## src/rtl/neopixel_ctrl_arbiter.sv

```systemverilog
// Two-requester round-robin arbiter sharing one neopixel control port (pattern sequencer = 0, processor bridge = 1).
// Latency: accept in T, write strobe T+1 / read address T+1..T+L, completion pulse T+2 (write) or T+L+1 (read).
// Backpressure: req_ready pulses only from IDLE; one transaction in flight, other requester waits with valid held.
//
// Ports:
//   clock, reset_n                  single clock, asynchronous active-low reset
//   req_valid/req_write_readf       per-requester command valid and direction (1=write, 0=read)
//   req_address/req_write_data      per-requester fields, requester i at [i*W +: W]
//   req_ready                       one-cycle accept pulse to the granted requester
//   rsp_valid/rsp_data              one-cycle completion pulse; read data held until next read completes
//   write_readf/address/write_data  control port toward neopixel
//   read_data                       read data from neopixel, sampled C_READ_LATENCY cycles after address
module neopixel_ctrl_arbiter #(
    parameter int C_ADDR_WIDTH   = 32,
    parameter int C_DATA_WIDTH   = 32,
    parameter int C_READ_LATENCY = 2
) (
    input  logic                      clock,
    input  logic                      reset_n,
    input  logic [1:0]                req_valid,
    input  logic [1:0]                req_write_readf,
    input  logic [2*C_ADDR_WIDTH-1:0] req_address,
    input  logic [2*C_DATA_WIDTH-1:0] req_write_data,
    output logic [1:0]                req_ready,
    output logic [1:0]                rsp_valid,
    output logic [C_DATA_WIDTH-1:0]   rsp_data,
    output logic                      write_readf,
    output logic [C_ADDR_WIDTH-1:0]   address,
    output logic [C_DATA_WIDTH-1:0]   write_data,
    input  logic [C_DATA_WIDTH-1:0]   read_data
);

    localparam int AW = C_ADDR_WIDTH;
    localparam int DW = C_DATA_WIDTH;
    // Counter only has to hold L-1.
    localparam int CW = (C_READ_LATENCY > 1) ? $clog2(C_READ_LATENCY) : 1;

    generate
        if (C_READ_LATENCY < 1) begin : g_bad_latency
            $error("neopixel_ctrl_arbiter: C_READ_LATENCY must be >= 1");
        end
    endgenerate

    typedef enum logic [1:0] {
        S_IDLE  = 2'd0,
        S_WRITE = 2'd1,
        S_READ  = 2'd2,
        S_RESP  = 2'd3
    } state_t;

    state_t          r_state;
    state_t          w_state_nxt;
    logic            r_last_grant;
    logic            r_grant;
    logic [AW-1:0]   r_address;
    logic [DW-1:0]   r_write_data;
    logic [DW-1:0]   r_rsp_data;
    logic [CW-1:0]   r_cnt;

    logic            w_grant_vld;
    logic            w_grant_idx;
    logic            w_take;
    logic            w_grant_wr;
    logic [AW-1:0]   w_grant_addr;
    logic [DW-1:0]   w_grant_wdata;
    logic            w_read_done;

    // Arbitration: a lone requester wins outright; a tie goes to whoever
    // was not served last. last_grant resets to 1 so the first tie picks 0.
    always_comb begin
        w_grant_vld   = |req_valid;
        w_grant_idx   = (req_valid == 2'b11) ? ~r_last_grant : req_valid[1];
        w_take        = (r_state == S_IDLE) && w_grant_vld;
        w_grant_wr    = w_grant_idx ? req_write_readf[1] : req_write_readf[0];
        w_grant_addr  = w_grant_idx ? req_address[AW +: AW]    : req_address[0 +: AW];
        w_grant_wdata = w_grant_idx ? req_write_data[DW +: DW] : req_write_data[0 +: DW];
        w_read_done   = (r_state == S_READ) && (r_cnt == '0);
    end

    always_comb begin
        w_state_nxt = r_state;
        case (r_state)
            S_IDLE: begin
                if (w_grant_vld) begin
                    w_state_nxt = w_grant_wr ? S_WRITE : S_READ;
                end
            end
            S_WRITE: w_state_nxt = S_RESP;
            S_READ: begin
                if (w_read_done) begin
                    w_state_nxt = S_RESP;
                end
            end
            S_RESP:  w_state_nxt = S_IDLE;
            default: w_state_nxt = S_IDLE;
        endcase
    end

    always_ff @(posedge clock or negedge reset_n) begin
        if (!reset_n) begin
            r_state      <= S_IDLE;
            r_last_grant <= 1'b1;
            r_grant      <= 1'b0;
            r_address    <= '0;
            r_write_data <= '0;
            r_rsp_data   <= '0;
            r_cnt        <= '0;
        end else begin
            r_state <= w_state_nxt;
            if (w_take) begin
                r_grant      <= w_grant_idx;
                r_last_grant <= w_grant_idx;
                r_address    <= w_grant_addr;
                r_write_data <= w_grant_wdata;
                r_cnt        <= CW'(C_READ_LATENCY - 1);
            end else if ((r_state == S_READ) && (r_cnt != '0)) begin
                r_cnt <= r_cnt - 1'b1;
            end
            // Only a finished read touches rsp_data; write acks leave it alone.
            if (w_read_done) begin
                r_rsp_data <= read_data;
            end
        end
    end

    // req_ready is combinational from IDLE; gating with reset_n keeps every
    // output at zero while reset is held, even if requesters stay valid.
    always_comb begin
        req_ready = 2'b00;
        if (w_take && reset_n) begin
            req_ready = w_grant_idx ? 2'b10 : 2'b01;
        end
    end

    always_comb begin
        rsp_valid = 2'b00;
        if (r_state == S_RESP) begin
            rsp_valid = r_grant ? 2'b10 : 2'b01;
        end
    end

    assign write_readf = (r_state == S_WRITE);
    assign address     = r_address;
    assign write_data  = r_write_data;
    assign rsp_data    = r_rsp_data;

    // Structural invariants of the grant logic.
    a_ready_onehot: assert property (@(posedge clock) disable iff (!reset_n)
        $onehot0(req_ready));
    a_ready_idle_only: assert property (@(posedge clock) disable iff (!reset_n)
        (req_ready != 2'b00) |-> (r_state == S_IDLE));
    a_rsp_onehot: assert property (@(posedge clock) disable iff (!reset_n)
        $onehot0(rsp_valid));

endmodule

```

## config.mk

```make
export PLATFORM = sky130hd
export DESIGN_NAME = neopixel_ctrl_arbiter
export DESIGN_NICKNAME = d
export VERILOG_FILES = /design/src/rtl/neopixel_ctrl_arbiter.sv
export SDC_FILE = /design/constraint.sdc
export NUM_CORES = 1
export LEC_CHECK = 0
export BUFFER_PORTS_ARGS = -buffer_cell sky130_fd_sc_hd__buf_4
export CAP_MARGIN = 20
export CORE_AREA = 2 2 104 106
export DETAILED_ROUTE_END_ITERATION = 8
export DIE_AREA = 0 0 106 108
export GPL_ROUTABILITY_DRIVEN = 1
export PLACE_DENSITY = 0.8
export SLEW_MARGIN = 20
export SYNTH_ARGS = -nofsm -noshare
export SYNTH_HDL_FRONTEND = slang
export SYNTH_SLANG_ARGS = --single-unit
export TNS_END_PERCENT = 30
```

## constraint.sdc

```tcl
create_clock -name clock -period 3.4 [get_ports clock]
set_input_delay 0.51 -clock clock [delete_from_list [all_inputs] [get_ports clock]]
set_output_delay 0.51 -clock clock [all_outputs]
set_load 0.005 [all_outputs]
```

==> run_results.csv <==
group,metric,value,unit
clock_tree,cts_root_buf,"clkbuf_8",
timing,whs,114,ps
yosys,synth_top_family_by_area,"multiplexers",
clock_tree,cts-resized-gates,0,
yosys,yosysTopAreaCell,"dfrtp_1",
yosys,yosysWarningCount,0,
setup_path,rrSetupSlack,1380,ps
clock_tree,path_clk_slew,110,ps
placed_design,place_hpwl,9.60,mm
detailed_routing,vias,3789,
finish,layout_commonest_cell,"buf_4",
setup_path,endpoint_kind,"output port",
setup_path,r2r_end,"r_grant",
yosys,ys.flop_type,"dfrtp_1",
power_and_ir_drop,p_seq_share,40.8,%
yosys,synth_seq_cells,101,
yosys,syn_nets,554,
yosys,async_reset_ff_share,100,%
timing,hold_violations,0,
setup_path,worstPathMaxFanout,42,
global_route,grt_max_degree,64,
power_and_ir_drop,p_per_area,778,mW/mm2
timing,max_slew_margin,42.5,%
power_and_ir_drop,peakVddDrop,0.337,mV
timing,rsz0062_at_grt,"false",
detailed_routing,drtIter0Drc,116,
status,outcome,"finished clean",
floorplan,die-area,0.0114,mm2
setup_path,ff2ff_path_depth,5,
detailed_routing,drt_wl_total,12.1,mm
clock_tree,cts_hold_buffers,0,
timing,worst_slew_pin_slew,859,ps
global_route,antenna_found_initial,0,
yosys,synth-xor-area-share,0,%
power_and_ir_drop,pwr-share-comb,45.7,%
detailed_routing,drc,0,
yosys,synthSimpleGateAreaFrac,7.18,%
global_route,track_usage,21.1,%
placed_design,placed_area,0.00656,mm2
floorplan,num_io_pins,267,
finish,antenna_cells,0,
yosys,synthMuxAreaShare,22.5,%
run,cap_violations,0,
global_route,grt_pass1_wl,18.8,mm
floorplan,die_x,106,um
timing,slew_violations,0,
power_and_ir_drop,sw_frac_of_total,34.0,%
floorplan,die_y,108,um
finish,fin_area,0.00674,mm2
setup_path,cp.arrival,2040,ps
worst_hold_path,hold_path.class,"input port to asynchronous set/reset pin",
finish,fin_nets,811,
timing,setup_slack,852,ps
global_route,first_global_vias,3816,
power_and_ir_drop,p_int,0.00346,W
placed_design,gp_congestion,0.758,
placed_design,io_buffer_count,266,
timing,min_period,2550,ps
clock_tree,cts_buffer_depth,2,
finish,filler_cell_count,829,
floorplan,start_util,44.0,%
yosys,netlist_area,0.00450,mm2
clock_tree,numCtsBuffers,9,
yosys,synth-compound-area-share,8.71,%
yosys,netlist_instances,384,
finish,layout-drive-gt1-share,50.0,%
clock_tree,cts_tree,"yes",
clock_tree,h-tree-depth,3,
clock_tree,cts_setup_buffers,0,
power_and_ir_drop,cellLeakagePower,3.42,nW
timing,setup_viol,0,
yosys,synth_top_area_share,55.6,%
yosys,synthAdderAreaFrac,1.11,%
yosys,synth_edf_count,0,
clock_tree,clk_latency,350,ps
power_and_ir_drop,clockPowerShare,13.5,%
setup_path,cp-start-kind,"flip-flop",
floorplan,rows,37,
detailed_routing,drtAntennaViolNets,0,
detailed_routing,routedWlPerCell,15.4,um
detailed_routing,dr.pass1.iters,4,
placed_design,dp_worst_setup_slack,1060,ps
yosys,avgSynthCellArea,11.7,um2
finish,multi_input_area,0.00180,mm2
yosys,synth_area_leaders,"dfrtp_1 56%, mux2i_1 14%, mux2_2 7.5%",
setup_path,cp.required,2890,ps
timing,fin_setup_tns,0,ps
timing,finalClockSkew,15.5,ps
timing,max_freq,0.393,GHz
power_and_ir_drop,p_total,0.00524,W
yosys,synth-seq-area-share,56.2,%
finish,mostFrequentLayoutCells,"273 x buf_4, 100 x dfrtp_1, 65 x mux2i_1, 65 x nand2_1, 51 x o21ai_0",
global_route,grt-ovfl-total,0,
timing,min_period_over_period,74.9,%
setup_path,path_class,"flip-flop to output port",
clock_tree,clkSinkCount,101,
power_and_ir_drop,switchingPower,0.00178,W
yosys,yosys.cell_types.count,29,
finish,regArea,0.00253,mm2
finish,syn2layout_area_growth,49.9,%
setup_path,timing.rr.start,"r_state[1]",
floorplan,core_area,0.0102,mm2
detailed_routing,vias_per_cell,4.85,
==> power by group through the flow <==
stage          registers, W  logic [W]  clock network, W
2_1_floorplan       0.00217    0.00112                 0
3_3_place_gp        0.00213    0.00236                 0
3_5_place_dp        0.00217    0.00245                 0
4_1_cts             0.00214    0.00245          0.000737
5_1_grt             0.00222    0.00264          0.000791
6_report            0.00214    0.00240          0.000707
==> layer usage <==
metal / share of wire (%) / GRT usage [%]
met4: 2.8 / 8.27
met3: 7.2 / 5.67
met1: 37 / 23.1
met2: 53 / 39.0
met5: 0 / 0
==> worst max-delay path by stage <==
| stage | slack, ps | cells past startpoint | from | endpoint |
|---|---|---|---|---|
| after CTS | 780 | 5 | r_state[1] | req_ready[0] |
| after floorplan | 1560 | 6 | r_state[0] | req_ready[0] |
| after global placement | 1210 | 5 | req_valid[1] | write_data[9] |
| after detailed placement | 1060 | 5 | req_valid[1] | address[23] |
| after global routing | 690 | 5 | r_state[1] | req_ready[0] |
| final | 850 | 5 | r_state[1] | req_ready[0] |
==> registers in the layout, indices dropped and copies added, names as in the netlist <==
name and flops:
r_last_grant 1, r_grant 1, write_data 32, address 32, r_state 2, r_cnt 1, rsp_data 32
==> final cells by class <==
class,count,share of cell area [%]
Multi-Input combinational cell,253,26.7
Inverter,3,0.167
Clock buffer,10,1.89
Clock inverter,6,0.835
Tap cell,136,2.52
Sequential cell,101,37.5
Timing Repair Buffer,273,30.4
==> synth_stat cells, types with 3 or more instances <==
| library cell | number |
|---|---|
| dfrtp_1 | 100 |
| mux2i_1 | 65 |
| nand2_1 | 65 |
| o21ai_0 | 52 |
| mux2_2 | 30 |
| o21ai_1 | 17 |
| buf_4 | 12 |
| buf_2 | 5 |
| clkbuf_1 | 5 |
| ha_1 | 4 |
| inv_1 | 3 |
| nand2b_1 | 3 |
==> per-stage QoR <==
stage          instances  util, %
2_1_floorplan        384        -
3_3_place_gp         766     64.1
3_5_place_dp         766     64.1
4_1_cts              782     65.9
5_1_grt              782     65.9
6_report             782     65.9
==> critical path, cell delays in order, from the launching register on <==
cell	delay [ps]
dfrtp_1	410
inv_1	100
ha_1	410
o21ai_4	330
nor3b_1	290
buf_4	150
==> cells by family (layout without fill, tap and decap cells) <==
kind of cell | after synthesis | in the layout
compound gates | 75 | 75
fa+ha+maj | 4 | 4
buf+inv | 30 | 292
flops | 101 | 101
mux | 97 | 97
simple gates | 77 | 77
Note: power is estimated with default switching activity, not from simulation.
